--- config.mk ---
export PLATFORM = sky130hd
export DESIGN_NAME = elevator_dispatch_flat
export DESIGN_NICKNAME = d
export VERILOG_FILES = /design/src/rtl/elevator_pkg.sv /design/src/rtl/elevator_dispatch_if.sv /design/src/rtl/elevator_tick_timer.sv /design/src/rtl/elevator_dispatch.sv /design/src/flat_wrapper.sv
export SDC_FILE = /design/constraint.sdc
export NUM_CORES = 1
export LEC_CHECK = 0
export CAP_MARGIN = 10
export CORE_AREA = 4 4 80 82
export DETAILED_ROUTE_END_ITERATION = 6
export DIE_AREA = 0 0 84 86
export GPL_ROUTABILITY_DRIVEN = 0
export PLACE_DENSITY = 0.94
export REMOVE_ABC_BUFFERS = 1
export SETUP_SLACK_MARGIN = 0.3
export SLEW_MARGIN = 20
export SYNTH_ARGS = -nofsm -noshare
export SYNTH_HDL_FRONTEND = slang
export SYNTH_SLANG_ARGS = --single-unit
--- constraint.sdc ---
create_clock -name clk -period 4.33 [get_ports clk]
set_clock_uncertainty 0.15 [all_clocks]
set_input_delay 0.433 -clock clk [delete_from_list [all_inputs] [get_ports clk]]
set_output_delay 0.433 -clock clk [all_outputs]
set_load 0.02 [all_outputs]
--- src/rtl/elevator_pkg.sv ---
// Shared types and constants for the elevator dispatch slice.
package elevator_pkg;
  localparam int unsigned FLOOR_DEFAULT = 4;
  localparam int unsigned TIMER_W       = 32;

  typedef enum logic [2:0] {
    IDLE,
    MOVE_UP,
    MOVE_DOWN,
    DOOR_OPEN,
    FAULT
  } state_t;
endpackage

--- src/rtl/elevator_dispatch_if.sv ---
// Request inputs and car status outputs between the input stage, the dispatcher and the display/actuator logic.
interface elevator_dispatch_if #(
  parameter int unsigned FLOOR = elevator_pkg::FLOOR_DEFAULT
);
  logic [FLOOR-1:0] queueUp;
  logic [FLOOR-1:0] queueDown;
  logic [FLOOR-1:0] queueinside;
  logic             door_hold;
  logic             fault;
  logic [FLOOR-1:0] cur_floor;
  logic             moving;
  logic             dir_up;
  logic             dir_down;
  logic             door_open;
  logic [FLOOR-1:0] pend_up;
  logic [FLOOR-1:0] pend_down;
  logic [FLOOR-1:0] pend_in;
  logic             alarm;

  modport master (
    output queueUp, queueDown, queueinside, door_hold, fault,
    input  cur_floor, moving, dir_up, dir_down, door_open,
           pend_up, pend_down, pend_in, alarm
  );

  modport slave (
    input  queueUp, queueDown, queueinside, door_hold, fault,
    output cur_floor, moving, dir_up, dir_down, door_open,
           pend_up, pend_down, pend_in, alarm
  );
endinterface

--- src/rtl/elevator_tick_timer.sv ---
// Loadable down-counter; done is high for the single cycle the count sits at 1.
module elevator_tick_timer
  import elevator_pkg::*;
(
  input  logic               clk,
  input  logic               rst,
  input  logic               load,
  input  logic [TIMER_W-1:0] value,
  output logic               done
);
  logic [TIMER_W-1:0] count;

  always_ff @(posedge clk or posedge rst) begin
    if (rst)                count <= '0;
    else if (load)          count <= value;
    else if (count != '0)   count <= count - TIMER_W'(1);
  end

  assign done = (count == TIMER_W'(1));
endmodule

--- src/rtl/elevator_dispatch.sv ---
// SCAN-policy car controller: latches hall/cabin requests, moves the car and runs the door.
// Optional ELEV_ANTI_PINCH_EN: door_hold keeps reloading the door timer while the door is open.
module elevator_dispatch
  import elevator_pkg::*;
#(
  parameter int unsigned FLOOR      = FLOOR_DEFAULT,
  parameter int unsigned MOVE_TICKS = 400000000,
  parameter int unsigned DOOR_TICKS = 600000000
) (
  input logic                clk,
  input logic                rst,
  elevator_dispatch_if.slave bus
);
  typedef logic [FLOOR-1:0] vec_t;

  state_t state, state_n;
  vec_t   cur, cur_n, pend_u, pend_d, pend_i, pend_all;
  vec_t   mask_lo, mask_hi, nxt_up, nxt_dn, in_mask;
  vec_t   clr_u, clr_d, clr_i;
  logic   pref_up, pref_up_n, above, below, here;
  logic   ahead_up, ahead_dn, stop_up, stop_dn;
  logic   t_load, t_done;
  logic [TIMER_W-1:0] t_value;

  elevator_tick_timer u_timer (
    .clk   (clk),
    .rst   (rst),
    .load  (t_load),
    .value (t_value),
    .done  (t_done)
  );

  always_comb begin
    pend_all = pend_u | pend_d | pend_i;
    // cur is one-hot, so cur-1 is exactly the set of floors below it
    mask_lo  = cur - FLOOR'(1);
    mask_hi  = ~(cur | mask_lo);
    above    = |(pend_all & mask_hi);
    below    = |(pend_all & mask_lo);
    here     = |(pend_all & cur);
    nxt_up   = cur << 1;
    nxt_dn   = cur >> 1;
    ahead_up = |(pend_all & ~(nxt_up | (nxt_up - FLOOR'(1))));
    ahead_dn = |(pend_all & (nxt_dn - FLOOR'(1)));
    stop_up  = (|(nxt_up & (pend_i | pend_u))) || (!ahead_up && |(nxt_up & pend_d)) || nxt_up[FLOOR-1];
    stop_dn  = (|(nxt_dn & (pend_i | pend_d))) || (!ahead_dn && |(nxt_dn & pend_u)) || nxt_dn[0];
    in_mask  = (state == DOOR_OPEN) ? cur : '0;
  end

  always_comb begin
    state_n   = state;
    cur_n     = cur;
    pref_up_n = pref_up;
    clr_u     = '0;
    clr_d     = '0;
    clr_i     = '0;
    t_load    = 1'b0;
    t_value   = TIMER_W'(MOVE_TICKS);
    case (state)
      IDLE: begin
        if (here) begin
          state_n = DOOR_OPEN;
          clr_u   = cur;
          clr_d   = cur;
          clr_i   = cur;
          t_load  = 1'b1;
          t_value = TIMER_W'(DOOR_TICKS);
        end else if (above && (pref_up || !below)) begin
          state_n   = MOVE_UP;
          pref_up_n = 1'b1;
          t_load    = 1'b1;
        end else if (below) begin
          state_n   = MOVE_DOWN;
          pref_up_n = 1'b0;
          t_load    = 1'b1;
        end
      end
      MOVE_UP: begin
        if (t_done) begin
          cur_n  = nxt_up;
          t_load = 1'b1;
          if (stop_up) begin
            state_n = DOOR_OPEN;
            clr_i   = nxt_up;
            clr_u   = nxt_up;
            clr_d   = ahead_up ? '0 : nxt_up;
            t_value = TIMER_W'(DOOR_TICKS);
          end
        end
      end
      MOVE_DOWN: begin
        if (t_done) begin
          cur_n  = nxt_dn;
          t_load = 1'b1;
          if (stop_dn) begin
            state_n = DOOR_OPEN;
            clr_i   = nxt_dn;
            clr_d   = nxt_dn;
            clr_u   = ahead_dn ? '0 : nxt_dn;
            t_value = TIMER_W'(DOOR_TICKS);
          end
        end
      end
      DOOR_OPEN: begin
`ifdef ELEV_ANTI_PINCH_EN
        if (bus.door_hold) begin
          t_load  = 1'b1;
          t_value = TIMER_W'(DOOR_TICKS);
        end else if (t_done) begin
          state_n = IDLE;
        end
`else
        if (t_done) state_n = IDLE;
`endif
      end
      FAULT:   if (!bus.fault) state_n = IDLE;
      default: state_n = IDLE;
    endcase
    // fault overrides everything, including an arrival on this same edge
    if (bus.fault) begin
      state_n   = FAULT;
      cur_n     = cur;
      pref_up_n = pref_up;
      t_load    = 1'b0;
    end
  end

`ifndef ELEV_ANTI_PINCH_EN
  logic unused_hold;
  assign unused_hold = bus.door_hold;
`endif

  always_ff @(posedge clk or posedge rst) begin
    if (rst) begin
      state         <= IDLE;
      cur           <= FLOOR'(1);
      pref_up       <= 1'b1;
      pend_u        <= '0;
      pend_d        <= '0;
      pend_i        <= '0;
      bus.moving    <= 1'b0;
      bus.dir_up    <= 1'b0;
      bus.dir_down  <= 1'b0;
      bus.door_open <= 1'b0;
      bus.alarm     <= 1'b0;
    end else begin
      state   <= state_n;
      cur     <= cur_n;
      pref_up <= pref_up_n;
      if (bus.fault || state == FAULT) begin
        pend_u <= '0;
        pend_d <= '0;
        pend_i <= '0;
      end else begin
        pend_u <= (pend_u | (bus.queueUp     & ~in_mask)) & ~clr_u;
        pend_d <= (pend_d | (bus.queueDown   & ~in_mask)) & ~clr_d;
        pend_i <= (pend_i | (bus.queueinside & ~in_mask)) & ~clr_i;
      end
      bus.moving    <= (state_n == MOVE_UP) || (state_n == MOVE_DOWN);
      bus.dir_up    <= (state_n == MOVE_UP);
      bus.dir_down  <= (state_n == MOVE_DOWN);
      bus.door_open <= (state_n == DOOR_OPEN);
      bus.alarm     <= (state_n == FAULT);
    end
  end

  assign bus.cur_floor = cur;
  assign bus.pend_up   = pend_u;
  assign bus.pend_down = pend_d;
  assign bus.pend_in   = pend_i;
endmodule

--- src/flat_wrapper.sv ---
// flat-port wrapper written by rule: the top's interface ports become plain ports
module elevator_dispatch_flat import elevator_pkg::*;
#(
  parameter int unsigned FLOOR      = FLOOR_DEFAULT,
  parameter int unsigned MOVE_TICKS = 400000000,
  parameter int unsigned DOOR_TICKS = 600000000
)
  (clk, rst, bus_queueUp, bus_queueDown, bus_queueinside, bus_door_hold, bus_fault, bus_cur_floor, bus_moving, bus_dir_up, bus_dir_down, bus_door_open, bus_pend_up, bus_pend_down, bus_pend_in, bus_alarm);
  elevator_dispatch_if #(.FLOOR(FLOOR)) bus_i ();
  input logic clk;
  input logic rst;
  input wire logic [$bits(bus_i.queueUp)-1:0] bus_queueUp;
  input wire logic [$bits(bus_i.queueDown)-1:0] bus_queueDown;
  input wire logic [$bits(bus_i.queueinside)-1:0] bus_queueinside;
  input wire logic [$bits(bus_i.door_hold)-1:0] bus_door_hold;
  input wire logic [$bits(bus_i.fault)-1:0] bus_fault;
  output wire logic [$bits(bus_i.cur_floor)-1:0] bus_cur_floor;
  output wire logic [$bits(bus_i.moving)-1:0] bus_moving;
  output wire logic [$bits(bus_i.dir_up)-1:0] bus_dir_up;
  output wire logic [$bits(bus_i.dir_down)-1:0] bus_dir_down;
  output wire logic [$bits(bus_i.door_open)-1:0] bus_door_open;
  output wire logic [$bits(bus_i.pend_up)-1:0] bus_pend_up;
  output wire logic [$bits(bus_i.pend_down)-1:0] bus_pend_down;
  output wire logic [$bits(bus_i.pend_in)-1:0] bus_pend_in;
  output wire logic [$bits(bus_i.alarm)-1:0] bus_alarm;
  assign bus_i.queueUp = bus_queueUp;
  assign bus_i.queueDown = bus_queueDown;
  assign bus_i.queueinside = bus_queueinside;
  assign bus_i.door_hold = bus_door_hold;
  assign bus_i.fault = bus_fault;
  assign bus_cur_floor = bus_i.cur_floor;
  assign bus_moving = bus_i.moving;
  assign bus_dir_up = bus_i.dir_up;
  assign bus_dir_down = bus_i.dir_down;
  assign bus_door_open = bus_i.door_open;
  assign bus_pend_up = bus_i.pend_up;
  assign bus_pend_down = bus_i.pend_down;
  assign bus_pend_in = bus_i.pend_in;
  assign bus_alarm = bus_i.alarm;
  elevator_dispatch #(.FLOOR(FLOOR), .MOVE_TICKS(MOVE_TICKS), .DOOR_TICKS(DOOR_TICKS)) u_core (.clk(clk), .rst(rst), .bus(bus_i));
endmodule
==> impl_metrics.json, run 1 <==
{
  "antenna_found_initial": 0,
  "first_iter_violations": 398,
  "synth_area_sq_mm": 0.00335,
  "io_pins": 37,
  "cts.repair.resized": 0,
  "tns_ps": 0,
  "clock_latency_ps": 340,
  "hold_viol_final": 0,
  "worst_pin_slew_ps": 1000,
  "syn_area_per_cell_sq_um": 8.92,
  "regArea_sq_mm": 0.00143,
  "synthCells": 375,
  "ir_worst_vdd_v": 0.000238,
  "viasPerCell": 6.46,
  "grt_pass1_vias": 3110,
  "grt_pass1_wl_um": 14300,
  "synth_warnings": 0,
  "leakagePower_nw": 1.56,
  "diodes": 0,
  "hp-class": "reg2reg",
  "finalSetupViolations": 0,
  "maxCapViolCount": 0,
  "gr-total-overflow": 0,
  "worstPathMaxFanout": 14,
  "layout.nets": 433,
  "crit_path_end_kind": "flip-flop",
  "ctsHoldBuffers": 0,
  "wl_per_cell_um": 17.4,
  "synth_seq_cells": 57,
  "synth_ff_type": "dfrtp_1",
  "rows": 28,
  "power_density_mw_per_mm2": 418,
  "cts_htree_levels": 3,
  "synth_edf_count": 0,
  "crit_type": "reg2reg",
  "synthDistinctLibCells": 55,
  "cts_setup_buffers": 0,
  "power_mw": 1.67,
  "die-area_sq_mm": 0.00722,
  "status": "finished clean",
  "multi_input_area_sq_mm": 0.00183,
  "routed_wl_um": 8530,
  "drc": 0,
  "start_util_pct": 58.2,
  "required_ps": 4370,
  "die_h_um": 86,
  "cts_tree": "yes",
  "crit_path_start_kind": "flip-flop",
  "clkSinkCount": 57,
  "dp_hpwl_um": 5960,
  "grt_start_max_net_pins": 34,
  "crit_arrival_ps": 3320,
  "drive_gt1_share_pct": 7.73,
  "numPortBuffers": 35,
  "root_buffer": "clkbuf_8",
  "max_freq_ghz": 0.305,
  "ant_nets": 0,
  "clk_pin_slew_ps": 70,
  "period_share_pct": 75.7,
  "ys_async_sr_fraction_pct": 100,
  "syn_to_final_growth_pct": 19.4,
  "rsz0062_at_grt": "false",
  "dr.pass1.iters": 6,
  "fin_crit_ps": 3280,
  "cts_max_path_buffers": 2,
  "drv_slew": 0,
  "slew_headroom_pct": 32.4,
  "die_x_um": 84,
  "cts_buffers": 9,
  "ys_seq_area_share_pct": 42.7,
  "grtUsageTotal_pct": 24.7,
  "vias": 3160,
  "n_fill_cell": 415,
  "coreArea_sq_mm": 0.00575
}
[path summary, 6_finish.rpt]
check / slack, ps / depth (start not counted) / to / from
setup / recovery: 1050 / 10 / u_core.u_timer.count[29] / u_core.bus.cur_floor[1]
hold / removal: 360 / 2 / u_core.pref_up / u_core.pref_up
setup reg to reg: 1050 / 10 / u_core.u_timer.count[29] / u_core.bus.cur_floor[1]
hold reg to reg: 360 / 2 / u_core.pref_up / u_core.pref_up
max in group asynchronous: 2870 / 3 / u_core.u_timer.count[14] / rst
min in group asynchronous: 370 / 2 / u_core.state[2] / rst
[per-stage QoR]
step / worst slack [ps] / area [sq um] / util [%] / instances / hold WS [ps]
5_1_grt: 806 / 4000 / 69.6 / 489 / 382
3_3_place_gp: 1240 / 3740 / 65.0 / 473 / 330
3_5_place_dp: 1150 / 3740 / 65.0 / 473 / 344
2_1_floorplan: 1640 / 3290 / - / 362 / 314
6_report: 1050 / 4000 / 69.6 / 489 / 357
4_1_cts: 1090 / 3990 / 69.5 / 489 / 354
[cells in the final DEF (no fill, tap or decap), drive strengths merged, types with 3 or more instances in the layout]
cell type / count
o31ai: 6
clkbuf: 12
nand4: 11
nor3b: 3
nor2b: 3
xor2: 21
and2: 6
or4: 3
o22ai: 4
o21ai: 15
xnor2: 9
nor2: 45
a21o: 3
nand4b: 3
clkdlybuf4s50: 35
nor3: 21
inv: 9
bufinv: 3
o211ai: 3
dfrtp: 55
nand2: 40
or2: 3
a21oi: 21
a211oi: 4
ha: 8
nor4: 14
or3: 3
nand3: 14
and4: 3
a2bb2oi: 3
[Yosys cell counts (3+ instances only)]
cell type	number	area, sq um
a211oi_1	4	30.0
a21o_1	3	22.5
a21oi_1	21	105
a2bb2oi_1	3	26.3
and2_1	6	37.5
and4_1	3	26.3
buf_2	3	15.0
clkbuf_1	9	33.8
dfrtp_1	55	1380
ha_1	8	100
inv_1	9	33.8
nand2_1	39	146
nand3_1	11	55.1
nand3_2	3	30.0
nand4_1	11	68.8
nand4b_1	3	26.3
nor2_1	45	169
nor2b_1	3	18.8
nor3_1	21	105
nor3b_1	3	22.5
nor4_1	10	62.6
nor4_2	3	37.5
o211ai_1	3	22.5
o21ai_0	14	70.1
o22ai_1	4	25.0
o31ai_1	6	45.0
or2_2	3	18.8
or3_1	3	18.8
or4_1	3	22.5
xnor2_1	9	78.8
xor2_1	21	184
[layout make-up]
class / instances / area share, %
clock buffers: 12 / 3.88
clock inverters: 4 / 2.47
inverters: 9 / 0.845
multi-input cells: 296 / 45.7
flip-flops and latches: 57 / 35.8
well taps: 75 / 2.35
repair buffers: 36 / 8.95
[flip-flops by register name, indices dropped and copies added, names as in the netlist]
name                  flops
u_core.u_timer.count     32
u_core.bus.cur_floor      4
u_core.bus.pend_down      4
u_core.bus.pend_in        4
u_core.bus.pend_up        4
u_core.state              3
u_core.bus.alarm          1
u_core.bus.dir_down       1
u_core.bus.dir_up         1
u_core.bus.door_open      1
u_core.bus.moving         1
u_core.pref_up            1
[cell families (layout without fill, tap and decap cells)]
family | count (synthesis) | in the layout | share of synthesized area, %
flip-flops | 57 | 57 | 42.7
AO/OA/AOI/OAI | 80 | 80 | 15.7
AND/OR/NAND/NOR | 178 | 178 | 27.9
XOR/XNOR | 30 | 30 | 7.85
buffers and inverters | 22 | 61 | 2.80
adder cells (fa/ha/maj) | 8 | 8 | 2.99
[worst max-delay path, stage by stage, from the launching register on]
cell       delay [ps]
dfrtp_1           610
inv_1             250
ha_1              260
nand2_1            60
nand2_1            60
ha_1              270
a2bb2oi_1         350
nand2_1           120
o21a_1            220
nor2_1            600
o22ai_1           190
[layer usage]
layer  up-vias  part of all wire (%)  GRT usage [%]
met1      1471                    40           31.5
met3        45                   9.1           5.96
li1       1439                     -              -
met5         -                     0              0
met4         0                   4.2           15.4
met2       205                    47           37.9
[power breakdown]
part	total, mW	internal [mW]	switching (mW)
registers	0.684	0.601	0.0832
clock network	0.631	0.415	0.216
logic	0.354	0.147	0.207
Note: power is estimated with default switching activity, not from simulation.
==> run 2, diff against run 1 <==
--- a/config.mk
+++ b/config.mk
@@ -6,11 +6,11 @@
 export NUM_CORES = 1
 export LEC_CHECK = 0
 export CAP_MARGIN = 10
-export CORE_AREA = 4 4 80 82
+export CORE_AREA = 4 4 82 84
 export DETAILED_ROUTE_END_ITERATION = 6
-export DIE_AREA = 0 0 84 86
+export DIE_AREA = 0 0 86 88
 export GPL_ROUTABILITY_DRIVEN = 0
-export PLACE_DENSITY = 0.94
+export PLACE_DENSITY = 0.9
 export REMOVE_ABC_BUFFERS = 1
 export SETUP_SLACK_MARGIN = 0.3
 export SLEW_MARGIN = 20
==> constraint.sdc (replaced) <==
create_clock -name clk -period 3.15 [get_ports clk]
set_clock_uncertainty 0.15 [all_clocks]
set_input_delay 0.315 -clock clk [delete_from_list [all_inputs] [get_ports clk]]
set_output_delay 0.315 -clock clk [all_outputs]
set_load 0.02 [all_outputs]
==> run 2 against run 1 <==
Utilization grew 0.60 points. Clock power grew 60%. Total power grew 47%. Sequential share of layout area shrank 1.4 points.
==> impl_metrics.json, run 2 (synthesis results as in run 1) <==
{
  "antenna_found_initial": 0,
  "drv_slew": 0,
  "finalSetupViolations": 0,
  "leakagePower_nw": 1.65,
  "regMostFlops": "u_core.u_timer.count",
  "worst_pin_slew_ps": 707,
  "r2r_end": "u_core.u_timer.count[13]",
  "syn_to_final_growth_pct": 24.2,
  "final_cell_mix": "55 x dfrtp_1, 45 x nor2_1, 38 x nand2_1",
  "r2r_slack_ps": 470,
  "routed_wl_um": 8920,
  "grtUsageTotal_pct": 24.9,
  "n_fill_cell": 426,
  "required_ps": 3230,
  "dr.pass1.iters": 5,
  "crit_end": "u_core.u_timer.count[13]",
  "fin_crit_ps": 2680,
  "drive_gt1_share_pct": 11.4,
  "ir_worst_vdd_v": 0.000395,
  "reg2reg_from": "u_core.u_timer.count[3]",
  "largest_reg_flops": 32,
  "coreArea_sq_mm": 0.00592,
  "rr_worst_depth": 7,
  "worstPathMaxFanout": 10,
  "crit_type": "reg2reg",
  "ant_nets": 0,
  "maxCapViolCount": 0,
  "power_density_mw_per_mm2": 591,
  "crit_path_start_kind": "flip-flop",
  "vias": 3204,
  "dp_hpwl_um": 6080,
  "max_freq_ghz": 0.373,
  "clock_latency_ps": 350,
  "layout_commonest_cell": "dfrtp_1",
  "slew_headroom_pct": 52.4,
  "grt_pass1_wl_um": 14800,
  "cts_tree": "yes",
  "first_iter_violations": 329,
  "clk_pin_slew_ps": 70,
  "dp_slack_ps": 421,
  "rows": 28,
  "grt_pass1_vias": 3123,
  "wl_per_cell_um": 17.7,
  "hp-class": "in2async",
  "diodes": 0,
  "clkSinkCount": 57,
  "grt_start_max_net_pins": 34,
  "cts_buffers": 9,
  "die_x_um": 86,
  "crit_path_end_kind": "flip-flop",
  "drc": 0,
  "gr-total-overflow": 0,
  "viasPerCell": 6.37,
  "numPortBuffers": 35,
  "die_h_um": 88,
  "root_buffer": "clkbuf_8",
  "start_util_pct": 56.5,
  "critPathLaunch": "u_core.u_timer.count[3]",
  "rsz0062_at_grt": "false",
  "cts_htree_levels": 3,
  "die-area_sq_mm": 0.00757,
  "crit_arrival_ps": 2770,
  "layout.nets": 447,
  "io_pins": 37,
  "tns_ps": 0,
  "period_share_pct": 85.1,
  "cts_max_path_buffers": 2,
  "power_mw": 2.45,
  "worst_slack_ps": 468,
  "status": "finished clean",
  "hold_viol_final": 0,
  "fin_util_pct": 70.2
}
run 2: changes by cell type in the layout (fill, tap and decap cells not counted), sizes merged:
cell / before / now
clkbuf: 12 / 11
buf: 1 / 15
clkinv: 1 / 0
bufinv: 3 / 5
run 2: worst max-delay path: stages (launching register included):
cell	delay, ps
dfrtp_1	400
nor3_1	460
nand4_1	300
nor4_2	440
nand3_2	270
nand2_2	260
buf_4	210
nor2_1	60
run 2: where the power goes:
part / total (mW) / leakage, nW / internal [mW] / switching [mW]
combinational: 0.502 / 0.795 / 0.216 / 0.286
clock: 1.01 / 0.144 / 0.708 / 0.302
sequential: 0.941 / 0.714 / 0.826 / 0.115
run 2: per-layer routing:
layer	wire length (um)	track usage, %	part of all wire (%)	vias to the layer above
li1	-	-	-	1469
met1	3740	32.1	42	1528
met2	4210	39.4	47	179
met3	758	6.59	8.5	28
met4	219	11.7	2.5	0
met5	0	0	0	-
run 2: timing repair:
action,4_1_cts,5_1_grt
hold buffers,0,0
buffers inserted,0,1
setup endpoints to repair,0,16
gates resized for setup,0,4
run 2: cell type report:
| cell class | instances | area [sq um] | share of cell area [%] |
|---|---|---|---|
| Clock buffer | 11 | 141 | 3.40 |
| Multi-Input combinational cell | 296 | 1840 | 44.4 |
| Inverter | 9 | 33.8 | 0.813 |
| Sequential cell | 57 | 1430 | 34.4 |
| Clock inverter | 5 | 150 | 3.61 |
| Timing Repair Buffer | 50 | 463 | 11.1 |
| Tap cell | 75 | 93.8 | 2.26 |
run 2: stage by stage:
step | hold slack [ps] | cell area, sq um | cells
after floorplan | 196 | 3290 | 362
after global placement | 331 | 3830 | 486
after detailed placement | 345 | 3830 | 486
after global routing | 318 | 4150 | 503
final | 251 | 4150 | 503
after CTS | 271 | 4130 | 502
run 2: how the worst min path moves through the flow:
stage                                           to  slack (ps)  depth (start not counted)            from
after floorplan                   u_core.bus.alarm         200                          0       bus_fault
after global placement              u_core.pref_up         330                          2  u_core.pref_up
after detailed placement            u_core.pref_up         350                          2  u_core.pref_up
after CTS                 u_core.u_timer.count[21]         270                          2             rst
after global routing      u_core.u_timer.count[24]         320                          2             rst
final                     u_core.u_timer.count[21]         250                          2             rst
==> run 3, diff against run 2 <==
--- a/config.mk
+++ b/config.mk
@@ -12,7 +12,6 @@
 export GPL_ROUTABILITY_DRIVEN = 0
 export PLACE_DENSITY = 0.9
 export REMOVE_ABC_BUFFERS = 1
-export SETUP_SLACK_MARGIN = 0.3
 export SLEW_MARGIN = 20
 export SYNTH_ARGS = -nofsm -noshare
 export SYNTH_HDL_FRONTEND = slang
==> run 3 against run 2 <==
Critical path depth rose by 2. Combinational power fell by 1%. Utilization fell by 0.46 points. Sequential power barely moved. Total power fell by 0.13%. Global-route usage did not move. Register-to-register slack got worse by 100 ps. Via count rose by 0.47%. Worst hold slack improved by 2.1 ps. Critical path type unchanged. Highest routed layer unchanged.
==> impl_metrics.json, run 3 (synthesis results as in run 1) <==
{
  "layout.nets": 446,
  "ctsHoldBuffers": 0,
  "crit_type": "reg2reg",
  "drv_slew": 0,
  "hp-class": "in2async",
  "crit_chain": "inv_1 > ha_1 > inv_1 > ha_1 > a2bb2oi_1 > nand2_1 > o21a_1 > o211ai_1 > o21ai_0",
  "crit_arrival_ps": 2820,
  "r2r_end": "u_core.u_timer.count[28]",
  "crit_path_start_kind": "flip-flop",
  "cts.repair.resized": 0,
  "diodes": 0,
  "crit_path_end_kind": "flip-flop",
  "first_iter_violations": 348,
  "fin_crit_ps": 2780,
  "grt_pass1_wl_um": 14800,
  "maxCapViolCount": 0,
  "dp_slack_ps": 421,
  "required_ps": 3190,
  "worst_slack_ps": 367,
  "cts_max_path_buffers": 2,
  "clock_latency_ps": 350,
  "gr-total-overflow": 0,
  "antenna_found_initial": 0,
  "tns_ps": 0,
  "viasPerCell": 6.41,
  "grt_start_max_net_pins": 34,
  "worst_pin_slew_ps": 704,
  "numPortBuffers": 35,
  "die_h_um": 88,
  "crit_slowest_cell": "dfstp_2",
  "routed_wl_um": 8790,
  "dr.pass1.iters": 6,
  "power_density_mw_per_mm2": 594,
  "ant_nets": 0,
  "regMostFlops": "u_core.u_timer.count",
  "period_share_pct": 88.3,
  "finalSetupViolations": 0,
  "grt_pass1_vias": 3123,
  "rr_worst_depth": 9,
  "status": "finished clean",
  "r2r_slack_ps": 370,
  "coreArea_sq_mm": 0.00592,
  "die_x_um": 86,
  "cts_buffers": 9,
  "root_buffer": "clkbuf_8",
  "max_freq_ghz": 0.359,
  "dp_hpwl_um": 6080,
  "slowest_delay_ps": 680,
  "crit_family": "compound AO/OA/AOI/OAI gates",
  "hold_viol_final": 0,
  "rsz0062_at_grt": "false",
  "worstPathMaxFanout": 13,
  "drc": 0,
  "cts_htree_levels": 3,
  "syn_to_final_growth_pct": 23.3,
  "largest_reg_flops": 32,
  "wl_per_cell_um": 17.5,
  "clk_pin_slew_ps": 70,
  "cts_setup_buffers": 0,
  "cts_tree": "yes",
  "ir_worst_vdd_v": 0.000391,
  "vias": 3219,
  "leakagePower_nw": 1.64,
  "slew_headroom_pct": 53.0,
  "critPathLaunch": "u_core.bus.cur_floor[0]",
  "reg2reg_from": "u_core.bus.cur_floor[0]",
  "io_pins": 37,
  "final_cell_mix": "55 x dfrtp_1, 45 x nor2_1, 39 x nand2_1",
  "grtUsageTotal_pct": 24.9,
  "rows": 28,
  "start_util_pct": 56.5,
  "layout_commonest_cell": "dfrtp_1",
  "die-area_sq_mm": 0.00757,
  "drive_gt1_share_pct": 10.3,
  "cp.buffers_inverters": 2,
  "clkSinkCount": 57
}
[run 3: cell count changes in the layout (fill, tap and decap cells not counted)]
cell	previous run	this run
nand3_2	4	3
nand2_2	2	1
nand2_1	38	39
a2bb2oi_1	1	3
nand3_1	10	11
buf_4	15	14
a2bb2oi_2	2	0
[run 3: report_power, final]
part / switching, mW / internal (mW) / leakage, nW
Clock: 0.303 / 0.708 / 0.144
Sequential: 0.116 / 0.826 / 0.714
Combinational: 0.284 / 0.213 / 0.783
[run 3: metrics by stage]
step	hold slack (ps)	area [sq um]	std cells	util, %	power [mW]
CTS	271	4130	502	69.7	2.43
floorplan	196	3290	362	-	1.27
global route	318	4130	502	69.7	2.55
global placement	331	3830	486	64.8	1.41
finish	254	4130	502	69.7	2.45
detailed placement	345	3830	486	64.8	1.43
[run 3: routing by layer]
metal / part of all wire [%] / GRT usage [%] / vias to the layer above
met1: 42 / 32.1 / 1547
met3: 8.7 / 6.59 / 34
met2: 47 / 39.4 / 174
met5: 0 / 0 / -
met4: 2.6 / 11.7 / 0
li1: - / - / 1464
[run 3: final cells by class]
type / instances / area [sq um]
fillers: 427 / 1790
clock buffers: 11 / 141
inverters: 9 / 33.8
clock inverters: 5 / 150
multi-input cells: 296 / 1820
well taps: 75 / 93.8
flip-flops and latches: 57 / 1430
repair buffers: 49 / 455
[run 3: how the worst max path moves through the flow]
stage / depth (start not counted) / to
floorplan: 10 / u_core.u_timer.count[14]
global placement: 9 / u_core.u_timer.count[15]
detailed placement: 9 / u_core.u_timer.count[28]
CTS: 9 / u_core.u_timer.count[28]
global route: 9 / u_core.u_timer.count[28]
finish: 9 / u_core.u_timer.count[28]
==> patch: new RTL, config.mk and constraints of run 3 <==
Set the package constant `FLOOR_DEFAULT` to 2 (it was 4).
--- a/src/rtl/elevator_pkg.sv
+++ b/src/rtl/elevator_pkg.sv
@@ -1,6 +1,6 @@
 // Shared types and constants for the elevator dispatch slice.
 package elevator_pkg;
-  localparam int unsigned FLOOR_DEFAULT = 4;
+  localparam int unsigned FLOOR_DEFAULT = 2;
   localparam int unsigned TIMER_W       = 32;
 
   typedef enum logic [2:0] {
Ports: changed (7 resized); port bits go from 37 to 23. No check against the original RTL was run, so the function may have changed too.
==> patch against run 3 <==
- area after synthesis decreased by 19%
- total power decreased by 29%
- largest cell class unchanged
- hold slack improved by 0.065 ns
- worst setup slack improved by 0.20 ns
- critical path type unchanged
- routed wire length decreased by 35%
- sequential cell count decreased by 8
- final area decreased by 25%
- die area unchanged
==> patch: results (changes against run 3) <==
Place:
- The number of I/O port buffers is 21 (-40%).
- The standard cell area after detailed placement is 3030 um2 (-21%).
- The pre-CTS worst setup slack is 0.618 ns (+0.197 ns).
- The detailed placer's ending HPWL was 4150 um (-32%).

Synth:
- The register bit total from synthesis is 49 (-14%).
- The proportion of register bits with asynchronous set or reset after synthesis was 1.00 (unchanged).
- The sequential cell area fraction in the yosys report is 0.451 (+0.0238).
- The commonest cells after synthesis are sky130_fd_sc_hd__dfrtp_1, sky130_fd_sc_hd__nor2_1, sky130_fd_sc_hd__o21ai_0, sky130_fd_sc_hd__nand2_1, sky130_fd_sc_hd__xnor2_1.
- In the post-synthesis netlist, the biggest area contributors are sky130_fd_sc_hd__dfrtp_1, sky130_fd_sc_hd__nor2_1, sky130_fd_sc_hd__xnor2_1.
- The distinct cell type count after synthesis came to 48 (-13%).

Power and ir drop:
- The standby leakage power is 1.19 nW (-27%).
- The clock power share is 0.205 (-0.208).
- The internal power is 1.12 mW (-36%).
- The portion of total power attributed to sequential cells was 0.519 (+0.134).
- The maximum ir drop on the vdd rail was 0.000299 V (-24%).
- The reported clock group power is 354 uW (-65%).

Clock tree:
- The clock insertion delay at the later pin of the skew report is 0.30 ns (-0.05 ns).
- The maximum level of the CTS H-tree is 2 (-1).
- The number of buffers created by CTS came to 5 (-4).
- The clock-pin slew on the worst setup and hold paths was 0.09 ns (+0.02 ns).

STA:
- The worst-margin pin slew is 0.815 ns (+0.111 ns).

Routing:
- The routed length on met1 is 2450 um (-33%).
- The routed wire length on met2 is 2970 um (-28%).
- The starting DRC count in detailed routing is 161 (-54%).
- The routed length on met3 is 235 um (-69%).
- The detailed-route wire length per cell is 14.8 um (-16%).
- The detailed-router iteration count before antenna repair is 5 (-1).
- The detailed-route via count is 2262 (-30%).

Global routing:
- The met2 usage in global routing was 0.289 (-0.105).
- The via count of the first global-routing pass was 2242 (-28%).
- The initial antenna violation count is 0 (unchanged).
- The maximum number of pins on one net before global-route repair is 50 (+47%).
- The wire length of the first global-routing pass is 10100 um (-32%).
- The aggregate global-route resource usage is 0.166 (-0.0835).
- The met1 global-route usage was 0.206 (-0.115).

Layout:
- The proportion of cell area occupied by registers is 0.395 (+0.0486).
- The fraction of area in non-clock buffers came to 0.0844 (-0.0259).
- The multi-input logic cell count is 221 (-25%).
- The final net count is 326 (-27%).
- The layout clock buffer count is 8 (-3).
- The multi-input gate share of total cell area is 0.455 (+0.0130).
- The layout filler cell count is 520 (+22%).
- The number of non-clock buffers in the layout was 28 (-43%).
- The clock tree cell share of total cell area came to 0.0257 (-0.0449).
- The number of logic inverters in the finished layout was 8 (-1).

Setup path:
- The delay of the slowest critical-path stage is 0.46 ns (-0.22 ns).
- The largest delay contributor family on the critical path is simple AND/OR/NAND/NOR gates.
- The maximum fanout count along the critical path is 12 (-1).
- On the critical path, the stage with the largest delay is an instance of sky130_fd_sc_hd__nor4_2.

Status:
- The run finished with clean final reports.
[patch: worst paths after layout]
path	from	slack, ns	cells past startpoint	to
max	u_core.u_timer.count[16]	0.56	7	u_core.u_timer.count[0]
max in group asynchronous	rst	2.04	2	u_core.u_timer.count[0]
min in group clk	u_core.pref_up	0.37	2	u_core.pref_up
max reg2reg	u_core.u_timer.count[16]	0.56	7	u_core.u_timer.count[0]
min	rst	0.32	2	u_core.u_timer.count[25]
min reg2reg	u_core.pref_up	0.37	2	u_core.pref_up
[patch: stage by stage]
step,utilization,instances
after floorplan,-,278
after global placement,0.512,381
after detailed placement,0.512,381
after CTS,0.525,389
after global routing,0.526,389
final,0.526,389
[patch: kinds of logic (layout without fill, tap and decap cells)]
group | after synthesis | after routing | synth area share
buf+inv | 18 | 44 | 0.0298
xor+xnor | 27 | 27 | 0.0868
simple gates | 143 | 143 | 0.310
compound gates | 48 | 48 | 0.108
fa+ha+maj | 3 | 3 | 0.0138
flops | 49 | 49 | 0.451
